### src/rtl/serial_link_axi2obi_rsp.sv
// AXI4 subordinate replaying each beat of one in-flight AXI burst as a single
// outstanding OBI manager access; WRAP bursts and sizes above 32 bits get SLVERR.
package serial_link_axi2obi_rsp_pkg;
    localparam logic [1:0] AXI_BURST_FIXED = 2'b00;
    localparam logic [1:0] AXI_BURST_INCR  = 2'b01;
    localparam logic [1:0] AXI_BURST_WRAP  = 2'b10;
    localparam logic [1:0] AXI_RESP_OKAY   = 2'b00;
    localparam logic [1:0] AXI_RESP_SLVERR = 2'b10;

    typedef struct packed {
        logic [3:0]  id;
        logic [31:0] addr;
        logic [7:0]  len;
        logic [2:0]  size;
        logic [1:0]  burst;
    } axi_ax_t;

    typedef struct packed {
        logic [31:0] data;
        logic [3:0]  strb;
        logic        last;
    } axi_w_t;

    typedef struct packed {
        logic [3:0] id;
        logic [1:0] resp;
    } axi_b_t;

    typedef struct packed {
        logic [3:0]  id;
        logic [31:0] data;
        logic [1:0]  resp;
        logic        last;
    } axi_r_t;

    typedef struct packed {
        axi_ax_t aw;
        logic    aw_valid;
        axi_w_t  w;
        logic    w_valid;
        logic    b_ready;
        axi_ax_t ar;
        logic    ar_valid;
        logic    r_ready;
    } axi_req_t;

    typedef struct packed {
        logic   aw_ready;
        logic   ar_ready;
        logic   w_ready;
        logic   b_valid;
        axi_b_t b;
        logic   r_valid;
        axi_r_t r;
    } axi_rsp_t;

    typedef struct packed {
        logic        req;
        logic        we;
        logic [3:0]  be;
        logic [31:0] addr;
        logic [31:0] wdata;
    } obi_req_t;

    typedef struct packed {
        logic        gnt;
        logic        rvalid;
        logic [31:0] rdata;
    } obi_resp_t;
endpackage

module serial_link_axi2obi_rsp
    import serial_link_axi2obi_rsp_pkg::*;
(
    input  logic      clk_i,
    input  logic      rst_i,
    input  axi_req_t  axi_req_i,
    output axi_rsp_t  axi_rsp_o,
    output obi_req_t  obi_req_o,
    input  obi_resp_t obi_rsp_i
);
    localparam logic [3:0] S_IDLE     = 4'd0;
    localparam logic [3:0] S_RD_REQ   = 4'd1;
    localparam logic [3:0] S_RD_WAIT  = 4'd2;
    localparam logic [3:0] S_RD_RESP  = 4'd3;
    localparam logic [3:0] S_WR_DATA  = 4'd4;
    localparam logic [3:0] S_WR_REQ   = 4'd5;
    localparam logic [3:0] S_WR_WAIT  = 4'd6;
    localparam logic [3:0] S_WR_RESP  = 4'd7;
    localparam logic [3:0] S_RD_ERR   = 4'd8;
    localparam logic [3:0] S_WR_DRAIN = 4'd9;

    logic [3:0]  r_state;
    logic        r_last_was_write;
    logic [3:0]  r_id;
    logic [31:0] r_addr;
    logic [7:0]  r_len;
    logic [2:0]  r_size;
    logic [1:0]  r_burst;
    logic [7:0]  r_beat;
    logic        r_err;
    logic [31:0] r_rdata;
    logic        r_obi_req;
    logic        r_obi_we;
    logic [3:0]  r_obi_be;
    logic [31:0] r_obi_addr;
    logic [31:0] r_obi_wdata;

    logic        w_idle;
    logic        w_pick_aw;
    logic        w_pick_ar;
    axi_ax_t     w_ax;
    logic        w_ax_bad;
    logic        w_last_beat;
    logic [31:0] w_addr_next;
    logic        w_r_valid;
    logic        w_unused_wlast;

    // W.last carries no sequencing information here; the latched len decides.
    assign w_unused_wlast = axi_req_i.w.last;

    // Round-robin between AW and AR when both are pending in the same IDLE cycle.
    assign w_idle      = (r_state == S_IDLE);
    assign w_pick_aw   = w_idle && axi_req_i.aw_valid && (!axi_req_i.ar_valid || !r_last_was_write);
    assign w_pick_ar   = w_idle && axi_req_i.ar_valid && (!axi_req_i.aw_valid || r_last_was_write);
    assign w_ax        = w_pick_aw ? axi_req_i.aw : axi_req_i.ar;
    assign w_ax_bad    = (w_ax.burst == AXI_BURST_WRAP) || (w_ax.size > 3'd2);
    assign w_last_beat = (r_beat == r_len);
    assign w_addr_next = (r_burst == AXI_BURST_FIXED) ? r_addr : r_addr + (32'd1 << r_size);
    assign w_r_valid   = (r_state == S_RD_RESP) || (r_state == S_RD_ERR);

    always_comb begin
        axi_rsp_o          = '0;
        axi_rsp_o.aw_ready = w_pick_aw;
        axi_rsp_o.ar_ready = w_pick_ar;
        axi_rsp_o.w_ready  = (r_state == S_WR_DATA) || (r_state == S_WR_DRAIN);
        axi_rsp_o.b_valid  = (r_state == S_WR_RESP);
        axi_rsp_o.b.id     = r_id;
        axi_rsp_o.b.resp   = r_err ? AXI_RESP_SLVERR : AXI_RESP_OKAY;
        axi_rsp_o.r_valid  = w_r_valid;
        axi_rsp_o.r.id     = r_id;
        axi_rsp_o.r.data   = (r_state == S_RD_RESP) ? r_rdata : 32'd0;
        axi_rsp_o.r.resp   = (r_state == S_RD_ERR) ? AXI_RESP_SLVERR : AXI_RESP_OKAY;
        axi_rsp_o.r.last   = w_r_valid && w_last_beat;
    end

    assign obi_req_o.req   = r_obi_req;
    assign obi_req_o.we    = r_obi_we;
    assign obi_req_o.be    = r_obi_be;
    assign obi_req_o.addr  = r_obi_addr;
    assign obi_req_o.wdata = r_obi_wdata;

    always_ff @(posedge clk_i) begin
        if (rst_i) begin
            r_state          <= S_IDLE;
            r_last_was_write <= 1'b0;
            r_id             <= '0;
            r_addr           <= '0;
            r_len            <= '0;
            r_size           <= '0;
            r_burst          <= '0;
            r_beat           <= '0;
            r_err            <= 1'b0;
            r_rdata          <= '0;
            r_obi_req        <= 1'b0;
            r_obi_we         <= 1'b0;
            r_obi_be         <= '0;
            r_obi_addr       <= '0;
            r_obi_wdata      <= '0;
        end else begin
            case (r_state)
                S_IDLE: begin
                    if (w_pick_aw || w_pick_ar) begin
                        r_id             <= w_ax.id;
                        r_addr           <= w_ax.addr;
                        r_len            <= w_ax.len;
                        r_size           <= w_ax.size;
                        r_burst          <= w_ax.burst;
                        r_beat           <= '0;
                        r_err            <= w_ax_bad;
                        r_last_was_write <= w_pick_aw;
                        if (w_pick_aw) begin
                            r_state <= w_ax_bad ? S_WR_DRAIN : S_WR_DATA;
                        end else if (w_ax_bad) begin
                            r_state <= S_RD_ERR;
                        end else begin
                            r_state    <= S_RD_REQ;
                            r_obi_req  <= 1'b1;
                            r_obi_we   <= 1'b0;
                            r_obi_be   <= 4'hF;
                            r_obi_addr <= {w_ax.addr[31:2], 2'b00};
                        end
                    end
                end
                S_RD_REQ: begin
                    if (obi_rsp_i.gnt) begin
                        r_obi_req <= 1'b0;
                        r_state   <= S_RD_WAIT;
                    end
                end
                S_RD_WAIT: begin
                    if (obi_rsp_i.rvalid) begin
                        r_rdata <= obi_rsp_i.rdata;
                        r_state <= S_RD_RESP;
                    end
                end
                S_RD_RESP: begin
                    if (axi_req_i.r_ready) begin
                        if (w_last_beat) begin
                            r_state <= S_IDLE;
                        end else begin
                            r_addr     <= w_addr_next;
                            r_beat     <= r_beat + 8'd1;
                            r_state    <= S_RD_REQ;
                            r_obi_req  <= 1'b1;
                            r_obi_addr <= {w_addr_next[31:2], 2'b00};
                        end
                    end
                end
                S_WR_DATA: begin
                    if (axi_req_i.w_valid) begin
                        r_obi_req   <= 1'b1;
                        r_obi_we    <= 1'b1;
                        r_obi_be    <= axi_req_i.w.strb;
                        r_obi_wdata <= axi_req_i.w.data;
                        r_obi_addr  <= {r_addr[31:2], 2'b00};
                        r_state     <= S_WR_REQ;
                    end
                end
                S_WR_REQ: begin
                    if (obi_rsp_i.gnt) begin
                        r_obi_req <= 1'b0;
                        r_state   <= S_WR_WAIT;
                    end
                end
                S_WR_WAIT: begin
                    if (obi_rsp_i.rvalid) begin
                        if (w_last_beat) begin
                            r_state <= S_WR_RESP;
                        end else begin
                            r_addr  <= w_addr_next;
                            r_beat  <= r_beat + 8'd1;
                            r_state <= S_WR_DATA;
                        end
                    end
                end
                S_WR_RESP: begin
                    if (axi_req_i.b_ready) begin
                        r_state <= S_IDLE;
                    end
                end
                S_RD_ERR: begin
                    if (axi_req_i.r_ready) begin
                        if (w_last_beat) begin
                            r_state <= S_IDLE;
                        end else begin
                            r_beat <= r_beat + 8'd1;
                        end
                    end
                end
                S_WR_DRAIN: begin
                    if (axi_req_i.w_valid) begin
                        if (w_last_beat) begin
                            r_state <= S_WR_RESP;
                        end else begin
                            r_beat <= r_beat + 8'd1;
                        end
                    end
                end
                default: r_state <= S_IDLE;
            endcase
        end
    end
endmodule
### config.mk
export PLATFORM = sky130hd
export DESIGN_NAME = serial_link_axi2obi_rsp
export DESIGN_NICKNAME = d
export VERILOG_FILES = /design/src/rtl/serial_link_axi2obi_rsp.sv
export SDC_FILE = /design/constraint.sdc
export NUM_CORES = 1
export LEC_CHECK = 0
export ABC_AREA = 0
export BUFFER_PORTS_ARGS = -buffer_cell sky130_fd_sc_hd__buf_2
export CAP_MARGIN = 40
export CORE_UTILIZATION = 56
export DETAILED_ROUTE_END_ITERATION = 8
export PLACE_DENSITY = 0.93
export SLEW_MARGIN = 20
export SYNTH_ARGS = -nofsm -noshare
export SYNTH_HDL_FRONTEND = slang
export SYNTH_SLANG_ARGS = --single-unit
### constraint.sdc
create_clock -name clk_i -period 7.4 [get_ports clk_i]
set_input_delay 1.48 -clock clk_i [delete_from_list [all_inputs] [get_ports clk_i]]
set_output_delay 1.48 -clock clk_i [all_outputs]
set_load 0.03 [all_outputs]
-- After elaboration in Yosys (flattened, before gate mapping)
Cells that the tools add are included.
Widths: inputs -> output; s select.
- bits of input ports: 176
- flip-flop bits (word level): 165
- word-level logic and storage cells: 137
- output and inout port bits: 120
- $add $sub $neg: 2
- reduce and logical (&&, ||, !) cells: 32
- shift-type cells: 1
- equality and inequality tests: 28
- multiplexer cells: 58
- $lt $le $gt $ge: 1
- operators by type and width (cell ; number):
    $mux 32 ; 12
    $pmux 32 s3 ; 2
    $mux 4 ; 19
    $mux 49 ; 1
    $mux 8 ; 5
    $pmux 4 s10 ; 1
    $add 32x32->32 ; 1
    $pmux 8 s4 ; 1
    $shl 1x3->32 const A ; 1
    $ne 2x2->1 const B ; 14
    $eq 4x3->1 const B ; 4
    $reduce_and 12->1 ; 1
    $mux 1 ; 11
    $reduce_and 5->1 ; 2
    $add 8x1->8 const B ; 1
    $eq 4x2->1 const B ; 2
    $eq 4x4->1 const B ; 2
    $eq 8x8->1 ; 1
    $pmux 4 s2 ; 1
    $reduce_and 8->1 ; 1
    $reduce_bool 4->1 ; 2
    $reduce_and 7->1 ; 1
    $logic_or 1x1->1 ; 6
    $mux 2 ; 3
    other kinds (15) ; 27

-- Longest topological paths before layout
Gate-level depths: netlist (run 1).
- word-level depth: 10
- gate-level depth with buffers: 12
- mapped depth without buffers: 11

-- Worst setup path after synthesis (run 1)
No wires, ideal clock.
- path kind: input to output
- start point: input port axi_req_i[90] (netlist name)
- end point: output port axi_rsp_o[49] (netlist name)
- data arrival time: 2649 ps
- setup slack: 3271 ps
- buffers on the path: 2
- stages on the path: 5
- data required time: 5920 ps
- cells stage by stage: a21boi_0 > nand2_1 > inv_2 > clkbuf_1 > buf_4
- longest elaborated chain between the ends: 2
- ends and longest elaborated chain (what ; RTL line ; RTL):
    start: declaration ; 77 ; input axi_req_t axi_req_i,
    $logic_and 1x1->1 (2 in series) ; 124 ; assign w_pick_aw = w_idle && axi_req_i.aw_valid && (!axi_req_i.ar_valid || !r_last_was_write);
    end: declaration ; 78 ; output axi_rsp_t axi_rsp_o,
Every way passes these cells.

==> results of run 1 <==
[layout make-up]
cell class	count	area share [%]
Antenna cell	1	0.0220
Clock buffer	17	3.74
Clock inverter	15	1.39
Inverter	25	0.824
Multi-Input combinational cell	957	48.5
Sequential cell	163	28.7
Tap cell	220	2.42
Timing Repair Buffer	311	14.4
[report_power, final]
group / total (mW) / internal, mW / switching [mW] / leakage (nW)
Sequential: 1.39 / 1.13 / 0.261 / 1.33
Clock: 0.879 / 0.453 / 0.426 / 0.285
Combinational: 2.18 / 0.747 / 1.43 / 3.28
Total: 4.45 / 2.33 / 2.12 / 4.90
[flip-flops by register name (all words and copies together), names as in the netlist, 2 cells and up]
name         cells
r_addr          32
r_beat           8
r_burst          2
r_id             4
r_len            8
r_obi_addr      30
r_obi_be         4
r_obi_wdata     32
r_rdata         32
r_size           3
r_state          4
[cell families after synthesis]
kind of cell,Yosys count,share of synthesized area (%)
AOI/OAI and AO/OA,396,26.3
xor gates and xnor gates,21,1.95
adders and majority gates,11,1.54
buffers and inverters,149,7.26
DFF,163,34.6
muxes,34,3.65
other,1,0.0398
and+or+nand+nor,491,24.6
[layer usage]
layer,routed length (microns),track usage [%]
met1,11300,37.3
met2,14400,57.7
met3,2610,7.80
met4,920,15.6
met5,0,0
[synth_stat cells (3+ instances only)]
| master | n |
|---|---|
| a2111oi_2 | 3 |
| a211oi_1 | 15 |
| a21bo_2 | 4 |
| a21boi_0 | 6 |
| a21o_1 | 10 |
| a21oi_1 | 153 |
| a221oi_1 | 12 |
| a311oi_1 | 17 |
| a31oi_1 | 34 |
| a41oi_1 | 3 |
| and2_1 | 39 |
| and3_1 | 12 |
| and4_1 | 4 |
| buf_2 | 23 |
| buf_4 | 15 |
| buf_6 | 5 |
| clkbuf_1 | 77 |
| dfxtp_1 | 163 |
| ha_1 | 10 |
| inv_1 | 23 |
| mux2_2 | 3 |
| mux2i_1 | 31 |
| nand2_1 | 219 |
| nand3_1 | 26 |
| nand3b_1 | 4 |
| nand4_1 | 11 |
| nor2_1 | 89 |
| nor2b_1 | 5 |
| nor3_1 | 23 |
| nor3b_1 | 11 |
| nor4_1 | 16 |
| o211ai_1 | 9 |
| o21a_1 | 6 |
| o21ai_0 | 85 |
| o221a_2 | 5 |
| o311a_1 | 3 |
| o32ai_1 | 3 |
| or2_2 | 4 |
| or3_1 | 6 |
| or4_1 | 4 |
| xnor2_1 | 17 |
| xor2_1 | 4 |
[worst min path at each step]
stage | endpoint | cells past startpoint | slack [ps]
after detailed placement | r_rdata[14] | 2 | 440
after floorplan | r_rdata[0] | 2 | 430
after global routing | r_rdata[1] | 2 | 470
after CTS | r_rdata[14] | 2 | 450
final | r_rdata[14] | 2 | 450
after global placement | r_rdata[27] | 2 | 440
[critical path, cell delays in order]
cell and delay [ps]:
buf_2 130, a21boi_0 550, nand2_2 80, buf_4 340, inv_2 480, buf_2 290
[through the flow]
stage	worst slack [ps]	hold slack, ps	util, %	instance area (sq um)	total power, mW
final	2510	450	68.9	11400	4.45
after global routing	2390	468	68.9	11400	4.72
after CTS	2560	452	68.6	11300	4.38
after detailed placement	2550	442	65.0	10700	3.49
after global placement	2590	437	64.8	10700	3.41
after floorplan	3270	432	-	9440	3.02
==> impl_metrics.env, run 1 <==
export IMPL_status="completed"
export IMPL_final_cell_mix="290 x buf_2, 218 x nand2_1, 163 x dfxtp_1, 153 x a21oi_1, 89 x nor2_1"
export IMPL_ctsResizeCount=0
export IMPL_ant_nets=0
export IMPL_drt_pass1_iter_count=6
export IMPL_worstSetupPathType="in -> out"
export IMPL_drt_initial_drc_count=1142
export IMPL_insertion_delay_ps=440
export IMPL_finalCritPeriodShare_pct=66.0
export IMPL_cts_made_buffers=17
export IMPL_worstMarginPinSlew_ps=860
export IMPL_ys_warnings_count=0
export IMPL_max_cap_violations=0
export IMPL_grt_max_degree=77
export IMPL_initial_core_util_pct=57.1
export IMPL_ctsHoldBuffers=0
export IMPL_synth_area_top_cells="dfxtp_1 35%, nand2_1 8.7%, a21oi_1 8.1%"
export IMPL_nFillCells=1320
export IMPL_avgSynthCellArea_sq_um=7.45
export IMPL_cts_root_buf="clkbuf_16"
export IMPL_reg2reg_setup_slack_ps=3620
export IMPL_dpl_cell_count=1672
export IMPL_io_buffers=290
export IMPL_via_count=10500
export IMPL_drc=0
export IMPL_routed_via_density=6.12
export IMPL_dp_final_hpwl_mm=19.5
export IMPL_power_leakage_nw=4.90
export IMPL_synth_ff_type="dfxtp_1"
export IMPL_synth_async_sr_flop_share_pct=0
export IMPL_yosysUniqueCellTypes=82
export IMPL_slew_limit_headroom_pct=42.2
export IMPL_clk_pin_slew_ps=70
export IMPL_critPathCapture="axi_rsp_o[49]"
export IMPL_grt_pass1_wl_mm=46.9
export IMPL_finalNonFillerCells=1709
export IMPL_core_sq_um=16500
export IMPL_cts_tree="built"
export IMPL_io_pins=296
export IMPL_startpoint="axi_req_i[90]"
export IMPL_hold_viol=0
export IMPL_wl_per_cell_microns=17.1
export IMPL_fin_setup_tns_ps=0
export IMPL_min_from="r_rdata[14]"
export IMPL_synthCells=1266
export IMPL_chipHeight_microns=132
export IMPL_fin_skew_ps=10.8
export IMPL_critPathCaptureType="primary output"
export IMPL_seq_area_frac_synth_pct=34.6
export IMPL_final_common_cell="buf_2"
export IMPL_rows=47
export IMPL_area_delta_synth_final_pct=20.7
export IMPL_vdd_ir_drop_max_v=0.000213
export IMPL_cp_required_ps=5920
export IMPL_fmax_ghz=0.205
export IMPL_hold_class="reg -> reg"
export IMPL_r2r_start="r_state[2]"
export IMPL_slew_violations=0
export IMPL_rr_endpoint="r_obi_addr[28]"
export IMPL_startpoint_type="input port"
export IMPL_worstRegToRegCells=9
export IMPL_min_period_ps=4890
export IMPL_wl_mm=29.2
export IMPL_rsz0062_at_grt="no"
export IMPL_final_nets=1662
export IMPL_synth_top_area_cell="dfxtp_1"
export IMPL_routabilityCongestion=0.935
export IMPL_netlist_area_leader_share_pct=34.6
export IMPL_seq_area_sq_um=3260
export IMPL_overflow=0
export IMPL_cts_setup_buffers=0
export IMPL_track_usage_pct=32.8
export IMPL_synth_seq_cells=163
export IMPL_crit_arrival_ps=3410
export IMPL_multi_input_area_sq_um=5530
export IMPL_grt_pass1_vias=9881
export IMPL_crit_path_max_fanout=52
export IMPL_die_w_microns=132
export IMPL_synth_edf_count=0
export IMPL_antenna_found_initial=1
export IMPL_drive_gt1_share_pct=25.3
export IMPL_syn_area_sq_um=9430
export IMPL_dieArea_sq_um=17400
export IMPL_p_per_area_nw_per_um2=391
export IMPL_clock_sinks=163
export IMPL_htreeDepth=4
export IMPL_clock_path_buffers=2
export IMPL_finalSetupViolCount=0
(Power assumes the default switching activity.)
==> run 2, diff against run 1 <==
--- a/config.mk
+++ b/config.mk
@@ -8,9 +8,9 @@
 export ABC_AREA = 0
 export BUFFER_PORTS_ARGS = -buffer_cell sky130_fd_sc_hd__buf_2
 export CAP_MARGIN = 40
-export CORE_UTILIZATION = 56
+export CORE_UTILIZATION = 52
 export DETAILED_ROUTE_END_ITERATION = 8
-export PLACE_DENSITY = 0.93
+export PLACE_DENSITY = 0.88
 export SLEW_MARGIN = 20
 export SYNTH_ARGS = -nofsm -noshare
 export SYNTH_HDL_FRONTEND = slang
==> constraint.sdc (replaced) <==
create_clock -name clk_i -period 5.1 [get_ports clk_i]
set_input_delay 1.02 -clock clk_i [delete_from_list [all_inputs] [get_ports clk_i]]
set_output_delay 1.02 -clock clk_i [all_outputs]
set_load 0.03 [all_outputs]
==> impl_metrics.env, run 2 (synthesis gave the netlist of run 1 again) <==
export IMPL_status="completed"
export IMPL_via_count=10400
export IMPL_drt_initial_drc_count=1110
export IMPL_min_from="r_rdata[18]"
export IMPL_rr_endpoint="r_addr[17]"
export IMPL_rsz0062_at_grt="no"
export IMPL_initial_core_util_pct=54.0
export IMPL_top_usage_layer="met2"
export IMPL_crit_path_max_fanout=22
export IMPL_routed_via_density=6.04
export IMPL_grt_max_degree=73
export IMPL_fmax_ghz=0.275
export IMPL_ctsHoldBuffers=0
export IMPL_antenna_found_initial=0
export IMPL_finalPower_mw=6.49
export IMPL_stdcell_area_sq_um=11400
export IMPL_r2r_start="r_state[1]"
export IMPL_routabilityCongestion=0.898
export IMPL_drc=0
export IMPL_seq_area_sq_um=3260
export IMPL_critPathCaptureType="primary output"
export IMPL_overflow=0
export IMPL_min_period_ps=3640
export IMPL_area_delta_synth_final_pct=20.7
export IMPL_fin_skew_ps=10.5
export IMPL_dieArea_sq_um=18700
export IMPL_ant_nets=0
export IMPL_cts_setup_buffers=0
export IMPL_slowest_delay_ps=800
export IMPL_grt_use_met2_pct=52.8
export IMPL_clock_path_buffers=2
export IMPL_gr_usage_met1_pct=37.4
export IMPL_wl_mm=29.5
export IMPL_vdd_ir_drop_max_v=0.000338
export IMPL_hold_viol=0
export IMPL_gr_usage_met3_pct=6.93
export IMPL_setup_slack_ps=1460
export IMPL_cts_made_buffers=17
export IMPL_final_nets=1663
export IMPL_insertion_delay_ps=440
export IMPL_p_per_area_nw_per_um2=570
export IMPL_reg2reg_setup_slack_ps=1810
export IMPL_slowest_stage="dfxtp_1"
export IMPL_hold_depth=2
export IMPL_io_pins=296
export IMPL_cts_root_buf="clkbuf_16"
export IMPL_rows=48
export IMPL_nFillCells=1496
export IMPL_wl_per_cell_microns=17.2
export IMPL_htreeDepth=4
export IMPL_pre_cts_ws_ps=1610
export IMPL_worstSetupPathType="reg -> out"
export IMPL_finalSetupViolCount=0
export IMPL_diodes=0
export IMPL_path_cells="or4bb_1 -> o21ai_0 -> nor2b_1 -> buf_2"
export IMPL_max_cap_violations=0
export IMPL_worstMarginPinSlew_ps=912
export IMPL_placed_area_sq_um=10800
export IMPL_crit_arrival_ps=2620
export IMPL_core_sq_um=17500
export IMPL_cp_required_ps=4080
export IMPL_grt_pass1_vias=9553
export IMPL_min_to="r_rdata[18]"
export IMPL_slew_limit_headroom_pct=38.7
export IMPL_startpoint_type="flop"
export IMPL_dp_final_hpwl_mm=20.0
export IMPL_clock_sinks=163
export IMPL_multi_input_area_sq_um=5520
export IMPL_reg_top3="r_addr: 32 flops, r_obi_wdata: 32 flops, r_rdata: 32 flops"
export IMPL_cts_tree="built"
export IMPL_final_common_cell="buf_2"
export IMPL_chipHeight_microns=137
export IMPL_worstRegToRegCells=6
export IMPL_drt_pass1_iter_count=6
export IMPL_clk_pin_slew_ps=70
export IMPL_track_usage_pct=31.2
export IMPL_final_cell_mix="290 x buf_2, 218 x nand2_1, 163 x dfxtp_1, 153 x a21oi_1, 89 x nor2_1"
export IMPL_fin_setup_tns_ps=0
export IMPL_hold_class="reg -> reg"
export IMPL_io_buffers=290
export IMPL_grt_pass1_wl_mm=46.2
export IMPL_ctsResizeCount=0
export IMPL_die_w_microns=137
export IMPL_power_leakage_nw=4.91
export IMPL_finalCritPeriodShare_pct=71.4
export IMPL_drive_gt1_share_pct=25.4
export IMPL_slew_violations=0
run 2: report_power, final:
part           total, mW  switching (mW)  internal, mW
logic               3.17            2.10          1.08
clock network       1.31           0.603         0.711
registers           2.00           0.356          1.64
total               6.49            3.06          3.43
run 2: area by class of cell:
cell class	instances	share of cell area (%)
Sequential cell	163	28.7
Inverter	25	0.824
Clock buffer	18	3.86
Timing Repair Buffer	312	14.3
Clock inverter	14	1.36
Tap cell	225	2.47
Multi-Input combinational cell	957	48.5
run 2: how the worst max path moves through the flow:
stage,start,to,slack [ps],cells after the start
3_5_place_dp,axi_req_i[90],axi_rsp_o[49],1610,5
4_1_cts,r_state[0],axi_rsp_o[0],1300,4
3_3_place_gp,axi_req_i[90],axi_rsp_o[49],1640,5
6_report,r_state[1],axi_rsp_o[0],1460,4
5_1_grt,r_state[1],axi_rsp_o[0],1310,4
2_1_floorplan,axi_req_i[90],axi_rsp_o[49],1890,5
run 2: metrics by stage:
stage / util [%] / hold slack, ps / cells
after global routing: 65.1 / 472 / 1714
after detailed placement: 61.5 / 442 / 1679
after floorplan: - / 432 / 1269
after global placement: 61.4 / 437 / 1676
final: 65.1 / 451 / 1714
after CTS: 64.9 / 453 / 1711
run 2: worst max-delay path, delay by kind of cell, from the launching register on:
kind,cells,cell delay (ps)
flops,1,800
buf+inv,1,210
compound gates,1,230
simple gates,2,940
run 2: per-layer routing:
layer / vias up / wire [microns]
li1: 4917 / -
met1: 4778 / 11300
met2: 582 / 14300
met3: 81 / 2900
met4: 0 / 937
met5: - / 0
==> run 3, diff against run 2 <==
==> constraint.sdc (replaced) <==
create_clock -name clk_i -period 3.5 [get_ports clk_i]
set_input_delay 0.7 -clock clk_i [delete_from_list [all_inputs] [get_ports clk_i]]
set_output_delay 0.7 -clock clk_i [all_outputs]
set_load 0.03 [all_outputs]
==> impl_metrics.env, run 3 (synthesis gave the netlist of run 1 again) <==
export IMPL_fin_skew_ps=11.3
export IMPL_critPathCapture="r_obi_addr[27]"
export IMPL_via_count=10400
export IMPL_ctsResizeCount=0
export IMPL_r2r_start="r_size[0]"
export IMPL_drt_initial_drc_count=1107
export IMPL_crit_path_max_fanout=11
export IMPL_setup_slack_ps=395
export IMPL_min_period_ps=3110
export IMPL_slew_limit_headroom_pct=54.7
export IMPL_grt_max_degree=55
export IMPL_routed_via_density=5.99
export IMPL_core_sq_um=17500
export IMPL_worstSetupPathType="reg -> reg"
export IMPL_slew_violations=0
export IMPL_fmax_ghz=0.322
export IMPL_rsz0062_at_grt="no"
export IMPL_status="completed"
export IMPL_p_per_area_nw_per_um2=829
export IMPL_crit_arrival_ps=3410
export IMPL_track_usage_pct=31.0
export IMPL_worstRegToRegCells=8
export IMPL_drc=0
export IMPL_rows=48
export IMPL_hold_class="reg -> reg"
export IMPL_insertion_delay_ps=440
export IMPL_io_buffers=290
export IMPL_clock_sinks=163
export IMPL_wl_mm=29.3
export IMPL_htreeDepth=4
export IMPL_startpoint="r_size[0]"
export IMPL_final_cell_mix="289 x buf_2, 218 x nand2_1, 163 x dfxtp_1, 153 x a21oi_1, 89 x nor2_1"
export IMPL_clk_pin_slew_ps=70
export IMPL_cts_made_buffers=17
export IMPL_finalCritPeriodShare_pct=88.7
export IMPL_cts_setup_buffers=0
export IMPL_startpoint_type="flop"
export IMPL_finalPower_mw=9.53
export IMPL_pre_cts_ws_ps=587
export IMPL_routabilityCongestion=0.933
export IMPL_overflow=0
export IMPL_drt_pass1_iter_count=6
export IMPL_critPathCaptureType="flop"
export IMPL_ctsHoldBuffers=0
export IMPL_final_common_cell="buf_2"
export IMPL_finalSetupViolCount=0
export IMPL_grt_pass1_vias=9624
export IMPL_rr_endpoint="r_obi_addr[27]"
export IMPL_ant_nets=0
export IMPL_antenna_found_initial=0
export IMPL_area_delta_synth_final_pct=21.9
export IMPL_initial_core_util_pct=54.0
export IMPL_dp_final_hpwl_mm=20.3
export IMPL_vdd_ir_drop_max_v=0.000583
export IMPL_cts_tree="built"
export IMPL_fin_setup_tns_ps=0
export IMPL_dieArea_sq_um=18700
export IMPL_clock_path_buffers=2
export IMPL_final_nets=1676
export IMPL_power_leakage_nw=4.98
export IMPL_cp_required_ps=3810
export IMPL_reg_top3="r_addr: 32 flops, r_obi_wdata: 32 flops, r_rdata: 32 flops"
export IMPL_wl_per_cell_microns=17.0
export IMPL_chipHeight_microns=137
export IMPL_hold_viol=0
export IMPL_io_pins=296
export IMPL_cts_root_buf="clkbuf_16"
export IMPL_die_w_microns=137
export IMPL_fin_util_pct=65.8
export IMPL_reg2reg_setup_slack_ps=390
export IMPL_grt_pass1_wl_mm=46.0
export IMPL_drive_gt1_share_pct=26.0
export IMPL_worstMarginPinSlew_ps=680
export IMPL_max_cap_violations=0
## run 3: how the worst min path moves through the flow
| stage | from | end | slack [ps] | cells after the start |
|---|---|---|---|---|
| final | r_obi_wdata[21] | r_obi_wdata[21] | 450 | 2 |
| after global placement | r_rdata[1] | r_rdata[1] | 440 | 2 |
| after detailed placement | r_rdata[23] | r_rdata[23] | 440 | 2 |
| after floorplan | r_rdata[0] | r_rdata[0] | 430 | 2 |
| after global routing | r_rdata[25] | r_rdata[25] | 470 | 2 |
| after CTS | r_rdata[23] | r_rdata[23] | 450 | 2 |
## run 3: final cells by class
cell class              count  area (sq um)
diodes                      1          2.50
flip-flops and latches    163          3260
inverters                  25          93.8
repair buffers            325          1750
multi-input cells         957          5520
clock inverters            15           158
well taps                 225           282
fillers                  1472          5980
clock buffers              17           425
## run 3: critical path: stages, from the launching register on
cell	delay, ps
dfxtp_1	500
nor3b_1	410
ha_1	310
a21o_1	190
a22oi_1	430
nand3_1	480
and4_1	350
o21ai_0	180
a31oi_1	120
## run 3: power by group
group          leakage (nW)  internal (mW)  switching, mW  total, mW
sequential             1.33           2.39          0.520       2.91
clock                 0.286          0.960          0.902       1.86
combinational          3.36           1.69           3.06       4.75
total                  4.98           5.04           4.49       9.53
## run 3: layer usage
metal	share of wire (%)	vias up	global-route usage, %
met3	9.4	74	7.52
met5	0	-	0
met2	49	529	53.5
met1	39	4800	36.7
met4	2.8	0	12.5
li1	-	4949	-
## run 3: through the flow
step	std cells	hold WS, ps	instance area [sq um]
2_1_floorplan	1269	432	9440
3_3_place_gp	1695	437	10900
3_5_place_dp	1695	442	10900
4_1_cts	1727	452	11500
5_1_grt	1727	469	11500
6_report	1728	451	11500
